## src/rtl/cache_fill_arbiter_pkg.sv

```systemverilog
// Shared constants and types for the cache fill arbiter: default geometry,
// memory latency, FSM state encoding and fill-owner encoding.
package cache_fill_arbiter_pkg;

    localparam int DEF_ADDR_W        = 16;
    localparam int DEF_DATA_W        = 16;
    localparam int DEF_WORDS_PER_BLK = 8;
    localparam int MEM_LAT           = 4;

    typedef enum logic [1:0] {
        ST_IDLE  = 2'd0,
        ST_FILL  = 2'd1,
        ST_DRAIN = 2'd2,
        ST_DONE  = 2'd3
    } fill_state_t;

    typedef enum logic {
        OWNER_I = 1'b0,
        OWNER_D = 1'b1
    } owner_t;

endpackage

```

## src/rtl/cache_fill_arbiter_addr_gen.sv

```systemverilog
// Block-fill address generator: latches the missing block's tag bits and
// walks the word offset, one memory request per cycle while issuing.
module cache_fill_arbiter_addr_gen
    import cache_fill_arbiter_pkg::*;
#(
    parameter int ADDR_W        = DEF_ADDR_W,
    parameter int WORDS_PER_BLK = DEF_WORDS_PER_BLK
) (
    input  logic                                      clk,
    input  logic                                      rst_n,
    input  logic                                      i_load,
    input  logic [ADDR_W-$clog2(WORDS_PER_BLK)-2:0]   i_tag,
    input  logic                                      i_issue,
    output logic                                      o_mem_en,
    output logic [ADDR_W-1:0]                         o_mem_addr,
    output logic                                      o_last_issue
);
    localparam int OFF_W = $clog2(WORDS_PER_BLK);
    localparam int TAG_W = ADDR_W - OFF_W - 1;

    logic [TAG_W-1:0] r_tag_base;
    logic [OFF_W-1:0] r_issue_cnt;

    // The offset counter is only OFF_W wide, so addresses wrap within the block.
    always_ff @(posedge clk or negedge rst_n) begin
        if (!rst_n) begin
            r_tag_base  <= '0;
            r_issue_cnt <= '0;
        end else if (i_load) begin
            r_tag_base  <= i_tag;
            r_issue_cnt <= '0;
        end else if (i_issue) begin
            r_issue_cnt <= r_issue_cnt + 1'b1;
        end
    end

    assign o_mem_en     = i_issue;
    assign o_mem_addr   = i_issue ? {r_tag_base, r_issue_cnt, 1'b0} : '0;
    assign o_last_issue = i_issue && (r_issue_cnt == {OFF_W{1'b1}});

endmodule

```

## src/rtl/cache_fill_arbiter.sv

```systemverilog
// Shares one pipelined memory port between I-cache and D-cache misses,
// sequencing each block fill and driving the per-cache stall signals.
module cache_fill_arbiter
    import cache_fill_arbiter_pkg::*;
#(
    parameter int ADDR_W        = DEF_ADDR_W,
    parameter int DATA_W        = DEF_DATA_W,
    parameter int WORDS_PER_BLK = DEF_WORDS_PER_BLK
) (
    input  logic                             clk,
    input  logic                             rst_n,
    input  logic                             i_icache_miss,
    input  logic [ADDR_W-1:0]                i_icache_miss_addr,
    input  logic                             i_dcache_miss,
    input  logic [ADDR_W-1:0]                i_dcache_miss_addr,
    output logic                             o_mem_en,
    output logic [ADDR_W-1:0]                o_mem_addr,
    input  logic [DATA_W-1:0]                i_mem_data_in,
    input  logic                             i_mem_data_valid,
    output logic [DATA_W-1:0]                o_fill_data,
    output logic [$clog2(WORDS_PER_BLK)-1:0] o_fill_word_idx,
    output logic                             o_icache_data_we,
    output logic                             o_dcache_data_we,
    output logic                             o_icache_tag_we,
    output logic                             o_dcache_tag_we,
    output logic                             o_icache_stall,
    output logic                             o_dcache_stall,
    output logic                             o_fill_busy
);
    localparam int OFF_W = $clog2(WORDS_PER_BLK);
    localparam int BLK_W = OFF_W + 1;
    localparam int TAG_W = ADDR_W - BLK_W;

    fill_state_t      r_state;
    fill_state_t      w_next_state;
    owner_t           r_owner;
    logic [OFF_W:0]   r_recv_cnt;
    logic             w_start;
    logic             w_issue;
    logic             w_last_issue;
    logic             w_write;
    logic             w_last_word;
    logic [TAG_W-1:0] w_sel_tag;
    logic             w_unused_lsbs;

    // D-miss wins a tie: it belongs to the older instruction in the pipeline.
    assign w_start   = (r_state == ST_IDLE) && (i_icache_miss || i_dcache_miss);
    assign w_issue   = (r_state == ST_FILL);
    assign w_sel_tag = i_dcache_miss ? i_dcache_miss_addr[ADDR_W-1:BLK_W]
                                     : i_icache_miss_addr[ADDR_W-1:BLK_W];
    assign w_unused_lsbs = ^{i_icache_miss_addr[BLK_W-1:0], i_dcache_miss_addr[BLK_W-1:0]};

    assign w_write     = i_mem_data_valid && !r_recv_cnt[OFF_W] &&
                         ((r_state == ST_FILL) || (r_state == ST_DRAIN));
    assign w_last_word = w_write && (r_recv_cnt[OFF_W-1:0] == {OFF_W{1'b1}});

    cache_fill_arbiter_addr_gen #(
        .ADDR_W        (ADDR_W),
        .WORDS_PER_BLK (WORDS_PER_BLK)
    ) u_addr_gen (
        .clk          (clk),
        .rst_n        (rst_n),
        .i_load       (w_start),
        .i_tag        (w_sel_tag),
        .i_issue      (w_issue),
        .o_mem_en     (o_mem_en),
        .o_mem_addr   (o_mem_addr),
        .o_last_issue (w_last_issue)
    );

    always_ff @(posedge clk or negedge rst_n) begin
        if (!rst_n) begin
            r_state <= ST_IDLE;
        end else begin
            r_state <= w_next_state;
        end
    end

    // Owner is frozen at acceptance; later miss-level changes cannot abort a fill.
    always_ff @(posedge clk or negedge rst_n) begin
        if (!rst_n) begin
            r_owner    <= OWNER_I;
            r_recv_cnt <= '0;
        end else if (w_start) begin
            r_owner    <= i_dcache_miss ? OWNER_D : OWNER_I;
            r_recv_cnt <= '0;
        end else if (w_write) begin
            r_recv_cnt <= r_recv_cnt + 1'b1;
        end
    end

    always_comb begin
        w_next_state     = r_state;
        o_icache_data_we = 1'b0;
        o_dcache_data_we = 1'b0;
        o_icache_tag_we  = 1'b0;
        o_dcache_tag_we  = 1'b0;
        case (r_state)
            ST_IDLE:  if (w_start)      w_next_state = ST_FILL;
            ST_FILL:  if (w_last_issue) w_next_state = ST_DRAIN;
            ST_DRAIN: if (w_last_word)  w_next_state = ST_DONE;
            ST_DONE:  w_next_state = ST_IDLE;
            default:  w_next_state = ST_IDLE;
        endcase
        o_icache_data_we = w_write && (r_owner == OWNER_I);
        o_dcache_data_we = w_write && (r_owner == OWNER_D);
        o_icache_tag_we  = (r_state == ST_DONE) && (r_owner == OWNER_I);
        o_dcache_tag_we  = (r_state == ST_DONE) && (r_owner == OWNER_D);
    end

    assign o_fill_data     = i_mem_data_in;
    assign o_fill_word_idx = r_recv_cnt[OFF_W-1:0];
    assign o_icache_stall  = i_icache_miss && !o_icache_tag_we;
    assign o_dcache_stall  = i_dcache_miss && !o_dcache_tag_we;
    assign o_fill_busy     = (r_state != ST_IDLE);

endmodule

```

## config.mk

```make
export PLATFORM = sky130hd
export DESIGN_NAME = cache_fill_arbiter
export DESIGN_NICKNAME = d
export VERILOG_FILES = /design/src/rtl/cache_fill_arbiter_pkg.sv /design/src/rtl/cache_fill_arbiter_addr_gen.sv /design/src/rtl/cache_fill_arbiter.sv
export SDC_FILE = /design/constraint.sdc
export NUM_CORES = 1
export LEC_CHECK = 0
export BUFFER_PORTS_ARGS = -buffer_cell sky130_fd_sc_hd__buf_2
export CAP_MARGIN = 40
export CORE_ASPECT_RATIO = 0.6
export CORE_UTILIZATION = 46
export DETAILED_ROUTE_END_ITERATION = 12
export GPL_ROUTABILITY_DRIVEN = 0
export GPL_TIMING_DRIVEN = 0
export PLACE_DENSITY = 0.86
export SLEW_MARGIN = 10
export SYNTH_ARGS = -nofsm -noshare
export SYNTH_HDL_FRONTEND = slang
export SYNTH_HIERARCHICAL = 1
export SYNTH_SLANG_ARGS = --single-unit
```

## constraint.sdc

```tcl
create_clock -name clk -period 3 [get_ports clk]
set_clock_uncertainty 0.1 [all_clocks]
set_input_delay 0.15 -clock clk [delete_from_list [all_inputs] [get_ports clk]]
set_output_delay 0.15 -clock clk [all_outputs]
set_load 0.02 [all_outputs]
```

== Word-level counts from Yosys, hierarchy flattened ==
Index checks and enable logic that the tools add are counted.

* Flip-flop bits (word level): 22
* Input bits: 53
* Output and inout bits: 43
* Logic and storage cells: 48

* Add/sub/neg operators: 2
* Equality and inequality tests: 8
* Muxes and demuxes: 11
* Bitwise operators: 1
* Reduce and logical (&&, ||, !) cells: 21

{| class="wikitable"
|+ Operators with widths
! kind !! number
|-
| 2-to-1 mux 16 bit || 1
|-
| 2-to-1 mux 12 bit || 1
|-
| logical AND 1 bit || 11
|-
| 2-to-1 mux 4 bit || 2
|-
| one-hot mux 2 bit (4 select lines) || 1
|-
| equality test 3 bit (second input constant) || 2
|-
| 2-to-1 mux 2 bit || 3
|-
| 2-to-1 mux 3 bit || 2
|-
| nonzero test 2 bit || 3
|-
| adder 4 x 1 -> 4 bit (second input constant) || 1
|-
| equality test 2 bit (second input constant) || 2
|-
| != test 2 bit (second input constant) || 2
|-
| adder 3 x 1 -> 3 bit (second input constant) || 1
|-
| logical NOT 1 bit || 3
|-
| AND reduction 3 bit || 1
|-
| equality test 2 x 1 -> 1 bit (second input constant) || 1
|-
| logical NOT 2 bit || 1
|-
| logical OR 1 bit || 2
|-
| != test 2 x 1 -> 1 bit (second input constant) || 1
|-
| 2-to-1 mux 1 bit || 1
|-
| NOT 1 bit || 1
|}

== Depth between registers and ports, before layout ==
Gate-level depths: netlist (run 1).

* Word-level depth: 6
* Depth in mapped cells: 7
* Depth with buffers taken out: 6

== Cells and area by module ==
Netlist (run 1), hierarchy kept.

{| class="wikitable"
|+ Modules (own cells, without submodules)
! module !! times used !! cells an instance !! area an instance (µm²) !! seq. area each (µm²)
|-
| cache_fill_arbiter_addr_gen || 1 || 58 || 762.0 || 375.4
|-
| cache_fill_arbiter || 1 || 75 || 725.7 || 175.2
|}

== Worst setup path after synthesis (run 1) ==
OpenSTA, ideal clock, no wires.

* Path kind: register -> register
* Start point: register r_state[0]
* End point: register u_addr_gen.r_tag_base[10]
* Setup time: 0.125 ns
* Data arrival time: 1.675 ns
* Data required time: 2.775 ns
* Setup slack: 1.100 ns
* Stages on the path, launching flop included: 8
* Buffers on the path: 2
* Period minus slack after synthesis: 1.900 ns
* Path through: dfrtp_1 > inv_1 > ha_1 > inv_1 > nor2_1 > buf_6 > buf_12 > mux2_4

* Longest elaborated chain between the ends: 2

{| class="wikitable"
|+ RTL lines
! element !! RTL line !! RTL
|-
| start: declaration || cache_fill_arbiter.sv:34 || <nowiki>fill_state_t r_state;</nowiki>
|-
| start signal: assignment || cache_fill_arbiter.sv:75 || <nowiki>r_state <= w_next_state;</nowiki>
|-
| logical NOT 2 bit || cache_fill_arbiter.sv:47 || <nowiki>assign w_start = (r_state == ST_IDLE) && (i_icache_miss || i_dcache_miss);</nowiki>
|-
| logical AND 1 bit || cache_fill_arbiter.sv:47 ||
|-
| via w_start || cache_fill_arbiter.sv:38 || <nowiki>logic w_start;</nowiki>
|-
| end signal: assignment || cache_fill_arbiter_addr_gen.sv:30 || <nowiki>r_tag_base <= i_tag;</nowiki>
|-
| end: declaration || cache_fill_arbiter_addr_gen.sv:21 || <nowiki>logic [TAG_W-1:0] r_tag_base;</nowiki>
|}

The timed path passes the listed nets, and every way through them passes these cells.
A chain may end at the register's enable or synchronous reset.

== Worst setup path in the final report (run 1) ==
* Start point: register r_state[0]
* End point: register u_addr_gen.r_tag_base[9]

The elaborated chain is that of the path after synthesis.

==> results of run 1 <==
-- cells in the mapped netlist, types with 3 or more instances --
| cell type | instances | share of area |
|---|---|---|
| sky130_fd_sc_hd__dfrtp_1 | 22 | 0.37 |
| sky130_fd_sc_hd__buf_2 | 3 | 0.010 |
| sky130_fd_sc_hd__inv_1 | 4 | 0.010 |
| sky130_fd_sc_hd__mux2_2 | 17 | 0.13 |
| sky130_fd_sc_hd__and2_1 | 17 | 0.071 |
| sky130_fd_sc_hd__nor2b_1 | 4 | 0.017 |
| sky130_fd_sc_hd__ha_1 | 8 | 0.067 |
| sky130_fd_sc_hd__buf_4 | 22 | 0.11 |
| sky130_fd_sc_hd__nor2_1 | 10 | 0.025 |
| sky130_fd_sc_hd__mux2i_1 | 4 | 0.027 |
| sky130_fd_sc_hd__mux2_4 | 7 | 0.071 |
-- cell type report --
type,instances,area [um2],area share
Timing Repair Buffer,70,355,0.183
Inverter,4,15.0,0.00775
Tap cell,42,52.6,0.0271
Buffer,27,211,0.109
Clock buffer,3,41.3,0.0213
Multi-Input combinational cell,80,711,0.367
Sequential cell,22,551,0.284
-- registers in the layout (all words and copies together) (netlist names) --
signal                  cells
r_recv_cnt                  4
r_state                     2
u_addr_gen/r_issue_cnt      3
r_owner                     1
u_addr_gen/r_tag_base      12
-- tightest hold or removal path: cells and delay by family --
family,cells,cell delay (ps)
and+or+nand+nor,1,80
buffers and inverters,1,100
AOI/OAI and AO/OA,1,70
-- final timing paths --
check                                      endpoint  cells past startpoint
setup / recovery           u_addr_gen/r_tag_base[9]                      7
hold / removal                        r_recv_cnt[3]                      3
setup reg to reg           u_addr_gen/r_tag_base[9]                      7
hold reg to reg            u_addr_gen/r_tag_base[0]                      1
max in group asynchronous  u_addr_gen/r_tag_base[6]                      2
min in group asynchronous  u_addr_gen/r_tag_base[5]                      2
-- logic make-up after synthesis --
kind of cell               share of synthesized area
AOI/OAI and AO/OA                             0.0269
DFF                                            0.370
xor gates and xnor gates                      0.0118
muxes                                          0.234
adders and majority gates                     0.0673
buffers and inverters                          0.152
and+or+nand+nor                                0.135
other                                        0.00252
-- metrics by stage --
stage	hold WS, ps	cell area [um2]
2_1_floorplan	-246	1490
3_3_place_gp	38.7	1890
3_5_place_dp	43.1	1890
4_1_cts	78.0	1940
5_1_grt	127	1940
6_report	80.7	1940
-- cells in the final DEF (no fill, tap or decap), types with 3 or more instances in the layout --
cell / n
sky130_fd_sc_hd__and2_1: 17
sky130_fd_sc_hd__buf_2: 72
sky130_fd_sc_hd__buf_4: 22
sky130_fd_sc_hd__clkbuf_8: 3
sky130_fd_sc_hd__dfrtp_1: 22
sky130_fd_sc_hd__ha_1: 8
sky130_fd_sc_hd__inv_1: 4
sky130_fd_sc_hd__mux2_2: 17
sky130_fd_sc_hd__mux2_4: 7
sky130_fd_sc_hd__mux2i_1: 4
sky130_fd_sc_hd__nor2_1: 10
sky130_fd_sc_hd__nor2b_1: 4
-- metal layers --
layer,wire length [um],part of all wire
met1,1200,0.43
met2,1380,0.49
met3,190,0.068
met4,27,0.0096
met5,0,0
-- power breakdown --
group          internal, mW  switching [mW]
Sequential            0.440          0.0939
Clock                0.0894          0.0863
Combinational         0.491           0.504
Total                  1.02           0.684
-- repair_timing --
action / 4_1_cts / 5_1_grt
hold buffers: 1 / 0
endpoints found under the hold margin: 22 / 0
resized for setup: 0 / 0
==> key figures, run 1 <==
Floorplan
  • Boundary pin count: 96
  • Die area: approximately 3500 um2
  • Die height: 46.1 um
  • Horiz. Die Dim: 75.4 um
  • Std-Cell Core Area: 2970 um2
  • Placement Rows: 15
  • Effective utilization at floorplan: 0.502

Routing
  • DRC violations left: 0
  • Wire length after detailed routing: ~2800 um
  • DR vias: roughly 1100
  • Average via count per standard cell: around 4.6
  • Drt first pass iters: 3
  • Violation count after the first detailed-routing iteration: 20
  • Routed length per placed instance: about 11 um
  • ANT nets after route: 0

Timing
  • Setup WS post-layout: about 950 ps
  • Setup Total Neg Slack: 0 ps
  • Timing-limited maximum frequency: approximately 490 MHz
  • Share of the cycle needed by the critical path after routing: 0.684
  • RSZ-0062 raised after global routing: no
  • Min Tclk post-route: roughly 2100 ps
  • Endpoints failing setup: 0
  • Hold violation total from the final report: 0
  • Count of pins over their slew limit: 0

Setup path
  • Worst endpoint required time: slightly above 3000 ps
  • Critical path buffer and inverter count: 4
  • Slowest-stage cell, CP: sky130_fd_sc_hd__dfrtp_1
  • Critical path, cell by cell: inv_1 -> ha_1 -> inv_1 -> nor2_1 -> buf_6 -> buf_12 -> mux2_4
  • Worst reg2reg setup slack: 950 ps
  • Cell seen most often among critical-path stages: sky130_fd_sc_hd__inv_1
  • Maximum cell stage delay along the critical path: approximately 420 ps
  • CP Data Arrival Time: about 2100 ps
  • Type of element capturing the critical path: flip-flop
  • RR Startpoint: r_state[0]
  • Launching element of the worst setup path: r_state[0]
  • Critical path startpoint category: flip-flop
  • Critical path peak fanout: 10
  • Worst setup path class: reg2reg
  • Kind of cell with the highest combined delay on the critical path: buffers and inverters

Pwr
  • IR Drop Worst-Case VDD: between 0.3 and 0.4 mV
  • Cell Pwr Density: 880 nW/um2
  • Total chip power: ~1.7 mW
  • Static Leak: roughly 1.1 nW

CTS
  • Clock slew seen by the registers of the worst setup and hold paths: about 70 ps
  • Clock root buffer master: sky130_fd_sc_hd__clkbuf_8
  • Count of clock tree sinks: 22
  • Postcts setup bufs: 0
  • Maximum count of clock buffers along a single path: 2
  • Skew-Pair Late Insertion Delay: 250 ps
  • TritonCTS clock tree: yes
  • Clock H-tree levels: 1
  • Total clock buffers created by CTS: 3

Logic synthesis
  • Predominant post-synthesis flop cell: sky130_fd_sc_hd__dfrtp_1
  • Yosys reg bits: 22
  • Number of unique standard cell types used by synthesis: 26
  • Synthesized area: approximately 1500 um2
  • Mean area per synthesized cell: around 11 um2
  • Number of warning messages in the yosys log: 6
  • Post-synth net total: a little under 200
  • Share of flip-flops with an asynchronous set or reset after synthesis: 1.00
  • Synthesized netlist cell count: 133
  • Number of flops mapped to enable cells by yosys: 0
  • Part of the Yosys area used for sequential elements: 0.370

Flow run
  • Max-Cap Viols: 0

Finish
  • Number of antenna diodes: 0
  • Final core occ: 0.653
  • Area Growth Syn to Fin: 30.2%
  • Fillcell total: between 200 and 250
  • Number of non-filler instances in the completed layout: 248
  • Fraction of layout instances using a drive strength above 1: 0.607
  • Final nets: around 270

Place
  • Half-perimeter wire length after detailed placement: around 2300 um
  • Pre-CTS setup slack: roughly 990 ps
  • Post-placement cell count: approximately 240
  • Quantity of I/O buffers inserted on ports: 69

Status
  • Run status: completed

GRT
  • Met1 track demand over resource: 0.213
  • Number of global-route vias before repair: 980
  • Global-route wire length before repair: 4390 um
  • Initial antenna violation count: 0
  • Met3 Resource Use GR: 0.0460
  • Most used routing layer in global routing: met2
  • Overall track demand over capacity in global routing: 0.175
  • Global route total overflow: 0
  • Largest net degree at the start of global routing: 23
  • Met2 capacity usage during global routing: 0.314

Hold path
  • Beginning of the worst hold path: i_mem_data_valid
  • Class of the most critical hold timing path: in2reg
Power figures use the tool's default switching activity.
==> inputs of run 2 (changes only) <==
- ABC_AREA: unset -> 1
- CORE_UTILIZATION: 46 -> 38
- PLACE_DENSITY: 0.86 -> 0.76
- clock period: 3 -> 1.7 ns (I/O delays scaled with it)
==> run 2 against run 1 <==
Combinational power up 85%. Sequential power up 68%. Via count rose by 32%. Critical path depth shrank 1. Critical path type is now reg2out. Largest cell class unchanged.
==> key figures, run 2 <==
Status
  • Run status: completed

Logic synthesis
  • Mean area per synthesized cell: 6.75 um2 (-40%)
  • Post-synth top area share: 0.364 (-0.00582)
  • Top cells by area in the synthesized netlist: sky130_fd_sc_hd__dfrtp_1 36%, sky130_fd_sc_hd__nand2_1 26%, sky130_fd_sc_hd__buf_4 11%, sky130_fd_sc_hd__inv_1 7.2%, sky130_fd_sc_hd__ha_1 6.6%
  • Number of warning messages in the yosys log: 6 (unchanged)
  • Post-synth net total: 285 (+47%)
  • Part of the Yosys area used for sequential elements: 0.364 (-0.00582)
  • Synthesized area: 1510 um2 (+1.6%)
  • Number of flops mapped to enable cells by yosys: 0 (unchanged)
  • Most frequent cells after synthesis: 106 x sky130_fd_sc_hd__nand2_1, 29 x sky130_fd_sc_hd__inv_1, 22 x sky130_fd_sc_hd__buf_4, 22 x sky130_fd_sc_hd__dfrtp_1, 13 x sky130_fd_sc_hd__nor2_1
  • Synth area leader: sky130_fd_sc_hd__dfrtp_1
  • Number of unique standard cell types used by synthesis: 19 (-27%)
  • Predominant post-synthesis flop cell: sky130_fd_sc_hd__dfrtp_1
  • Synthesized netlist cell count: 224 (+68%)
  • Most frequently used cell type in the post-synthesis netlist: sky130_fd_sc_hd__nand2_1
  • Yosys reg bits: 22 (unchanged)
  • Share of flip-flops with an asynchronous set or reset after synthesis: 1.00 (unchanged)

Setup path
  • CP Data Arrival Time: 1450 ps (-640 ps)
  • Slowest-stage cell, CP: sky130_fd_sc_hd__dfrtp_1
  • Worst R2R Path Depth: 10 (+3)
  • Worst reg2reg setup slack: 110 ps (-840 ps)
  • Critical path startpoint category: flip-flop
  • Worst endpoint required time: 1510 ps (-1530 ps)
  • Type of element capturing the critical path: output port
  • RR Startpoint: r_state[0]
  • Worst setup path class: reg2out
  • Kind of cell with the highest combined delay on the critical path: buffers and inverters
  • Critical path, cell by cell: buf_4 -> ha_2 -> buf_6 -> nand2_1 -> inv_1 -> buf_2
  • Endpoint of the worst-slack reg-to-reg timing path: r_state[0]
  • Critical path peak fanout: 10 (unchanged)
  • Maximum cell stage delay along the critical path: 400 ps (-20 ps)
  • Critical path buffer and inverter count: 4 (unchanged)

Timing
  • Setup WS post-layout: 64.2 ps (-884 ps)
  • Hold violation total from the final report: 0 (unchanged)
  • Min Hold Slack: 7.72 ps (-73.0 ps)
  • Count of pins over their slew limit: 0 (unchanged)
  • Min Tclk post-route: 1640 ps
  • Share of the cycle needed by the critical path after routing: 0.962
  • Timing-limited maximum frequency: 611 MHz
  • Setup Total Neg Slack: 0 ps (unchanged)
  • RSZ-0062 raised after global routing: yes
  • Endpoints failing setup: 0 (unchanged)

CTS
  • Total clock buffers created by CTS: 3 (unchanged)
  • Clock H-tree levels: 1 (unchanged)
  • Count of clock tree sinks: 22 (unchanged)
  • Skew-Pair Late Insertion Delay: 260 ps (about the same)
  • Maximum count of clock buffers along a single path: 2 (unchanged)
  • Clock root buffer master: sky130_fd_sc_hd__clkbuf_8
  • TritonCTS clock tree: yes
  • Clock slew seen by the registers of the worst setup and hold paths: 80 ps (about the same)

Routing
  • ANT nets after route: 0 (unchanged)
  • Routed length per placed instance: 10.3 um (-8.9%)
  • DRC violations left: 0 (unchanged)
  • Average via count per standard cell: 4.30 (-6.3%)
  • DR vias: 1500 (+32%)
  • Violation count after the first detailed-routing iteration: 43 (+110%)
  • Drt first pass iters: 4 (+1)
  • Wire length after detailed routing: 3590 um (+28%)

Floorplan
  • Horiz. Die Dim: 83.4 um (+11%)
  • Effective utilization at floorplan: 0.404 (-0.0979)
  • Die height: 50.9 um (+10%)
  • Die area: 4240 um2 (+22%)
  • Boundary pin count: 96 (unchanged)
  • Std-Cell Core Area: 3740 um2 (+26%)
  • Placement Rows: 17 (+2)

Pwr
  • IR Drop Worst-Case VDD: 0.728 mV (+91%)
  • Static Leak: 1.39 nW (+28%)
  • Cell Pwr Density: 1510 nW/um2 (+72%)

Finish
  • Highest-count cells in the layout ignoring fill and taps: 105 x sky130_fd_sc_hd__nand2_1, 70 x sky130_fd_sc_hd__buf_2, 26 x sky130_fd_sc_hd__inv_1, 26 x sky130_fd_sc_hd__buf_4, 22 x sky130_fd_sc_hd__dfrtp_1
  • Number of antenna diodes: 0 (unchanged)
  • Cell area after layout: 2060 um2 (+6.6%)
  • Final core occ: 0.551 (-0.102)
  • Final nets: 364 (+35%)
  • Commonest non-fill, non-tap cell in the layout: sky130_fd_sc_hd__nand2_1
  • Registers with the most flip-flops: u_addr_gen/r_tag_base: 12 flops, r_recv_cnt: 4 flops, u_addr_gen/r_issue_cnt: 3 flops
  • Fraction of layout instances using a drive strength above 1: 0.391 (-0.216)
  • Area Growth Syn to Fin: 36.6%
  • Register bank with the most flops: u_addr_gen/r_tag_base
  • Flip-flop count of the largest register, all copies and words added: 12 (unchanged)

Place
  • Half-perimeter wire length after detailed placement: 2840 um (+23%)
  • Post-DP Area: 1920 um2 (+1.9%)
  • Pre-CTS setup slack: 43.0 ps (-943 ps)
  • Quantity of I/O buffers inserted on ports: 70 (+1.4%)

GRT
  • Global-route wire length before repair: 5460 um (+24%)
  • Global route total overflow: 0 (unchanged)
  • Initial antenna violation count: 0 (unchanged)
  • Overall track demand over capacity in global routing: 0.164 (-0.0111)
  • Largest net degree at the start of global routing: 23 (unchanged)
  • Number of global-route vias before repair: 1218 (+24%)

Flow run
  • Max-Cap Viols: 0 (unchanged)

Hold path
  • Number of instances on the worst hold path: 5 (+2)
  • Class of the most critical hold timing path: in2reg
  • Hold EP: u_addr_gen/r_tag_base[8]
  • Beginning of the worst hold path: i_icache_miss_addr[12]
-- run 2: worst max-delay path by stage --
stage               startpoint                to  slack (ps)  depth (start not counted)
global placement    r_state[1]        r_state[0]          80                         10
finish              r_state[0]     o_mem_addr[9]          60                          6
CTS                 r_state[1]     o_mem_addr[9]           7                          6
floorplan           r_state[0]  o_dcache_data_we         210                          6
global route        r_state[0]     o_mem_addr[9]          -8                          6
detailed placement  r_state[1]        r_state[1]          40                         10
-- run 2: layout make-up --
| class | instances | area [um2] |
|---|---|---|
| buffer | 27 | 209 |
| sequential | 22 | 551 |
| multi-input combinational | 144 | 681 |
| timing repair buffer | 74 | 392 |
| clock buffer | 4 | 55.1 |
| fill | 386 | 1680 |
| inverter | 31 | 119 |
| tap | 47 | 58.8 |
-- run 2: stage by stage --
stage / std cells / power [mW]
after floorplan: 224 / 2.06
after global placement: 341 / 2.47
after detailed placement: 341 / 2.52
after CTS: 349 / 3.05
after global routing: 349 / 3.40
final: 349 / 3.12
-- run 2: layer usage --
layer | track usage | vias up | routed length, um
li1 | - | 799 | -
met1 | 0.216 | 657 | 1690
met2 | 0.273 | 42 | 1690
met3 | 0.0517 | 2 | 200
met4 | 0.0254 | 0 | 13
met5 | 0 | - | 0
-- run 2: worst reg2reg max path, delay by kind of cell, from the launching register on --
kind            cells  cell delay (ps)
fa+ha+maj           1              230
simple gates        5              300
compound gates      1              140
flops               1              370
buf+inv             3              330
-- run 2: logic make-up (layout without fill, tap and decap cells) --
| family | after synthesis | count (layout) | share of synthesized area |
|---|---|---|---|
| AOI/OAI and AO/OA | 7 | 7 | 0.0281 |
| buffers and inverters | 58 | 136 | 0.207 |
| adders and majority gates | 8 | 8 | 0.0662 |
| and+or+nand+nor | 128 | 128 | 0.332 |
| DFF | 22 | 22 | 0.364 |
| other | 1 | 1 | 0.00248 |
-- run 2: timing repair --
| action | in CTS | in global routing |
|---|---|---|
| hold buffers | 1 | 0 |
| hold endpoints to repair | 22 | 0 |
| setup buffers | 3 | 0 |
| resized for setup | 8 | 10 |
| endpoints found under the setup margin | 17 | 19 |
| pin swaps | 1 | 2 |
-- run 2: where the power goes --
group / internal, mW / total (mW) / leakage, nW / switching [mW]
Clock: 0.207 / 0.382 / 0.0288 / 0.175
Sequential: 0.748 / 0.898 / 0.279 / 0.150
Combinational: 0.751 / 1.84 / 1.08 / 1.09
Total: 1.71 / 3.12 / 1.39 / 1.42
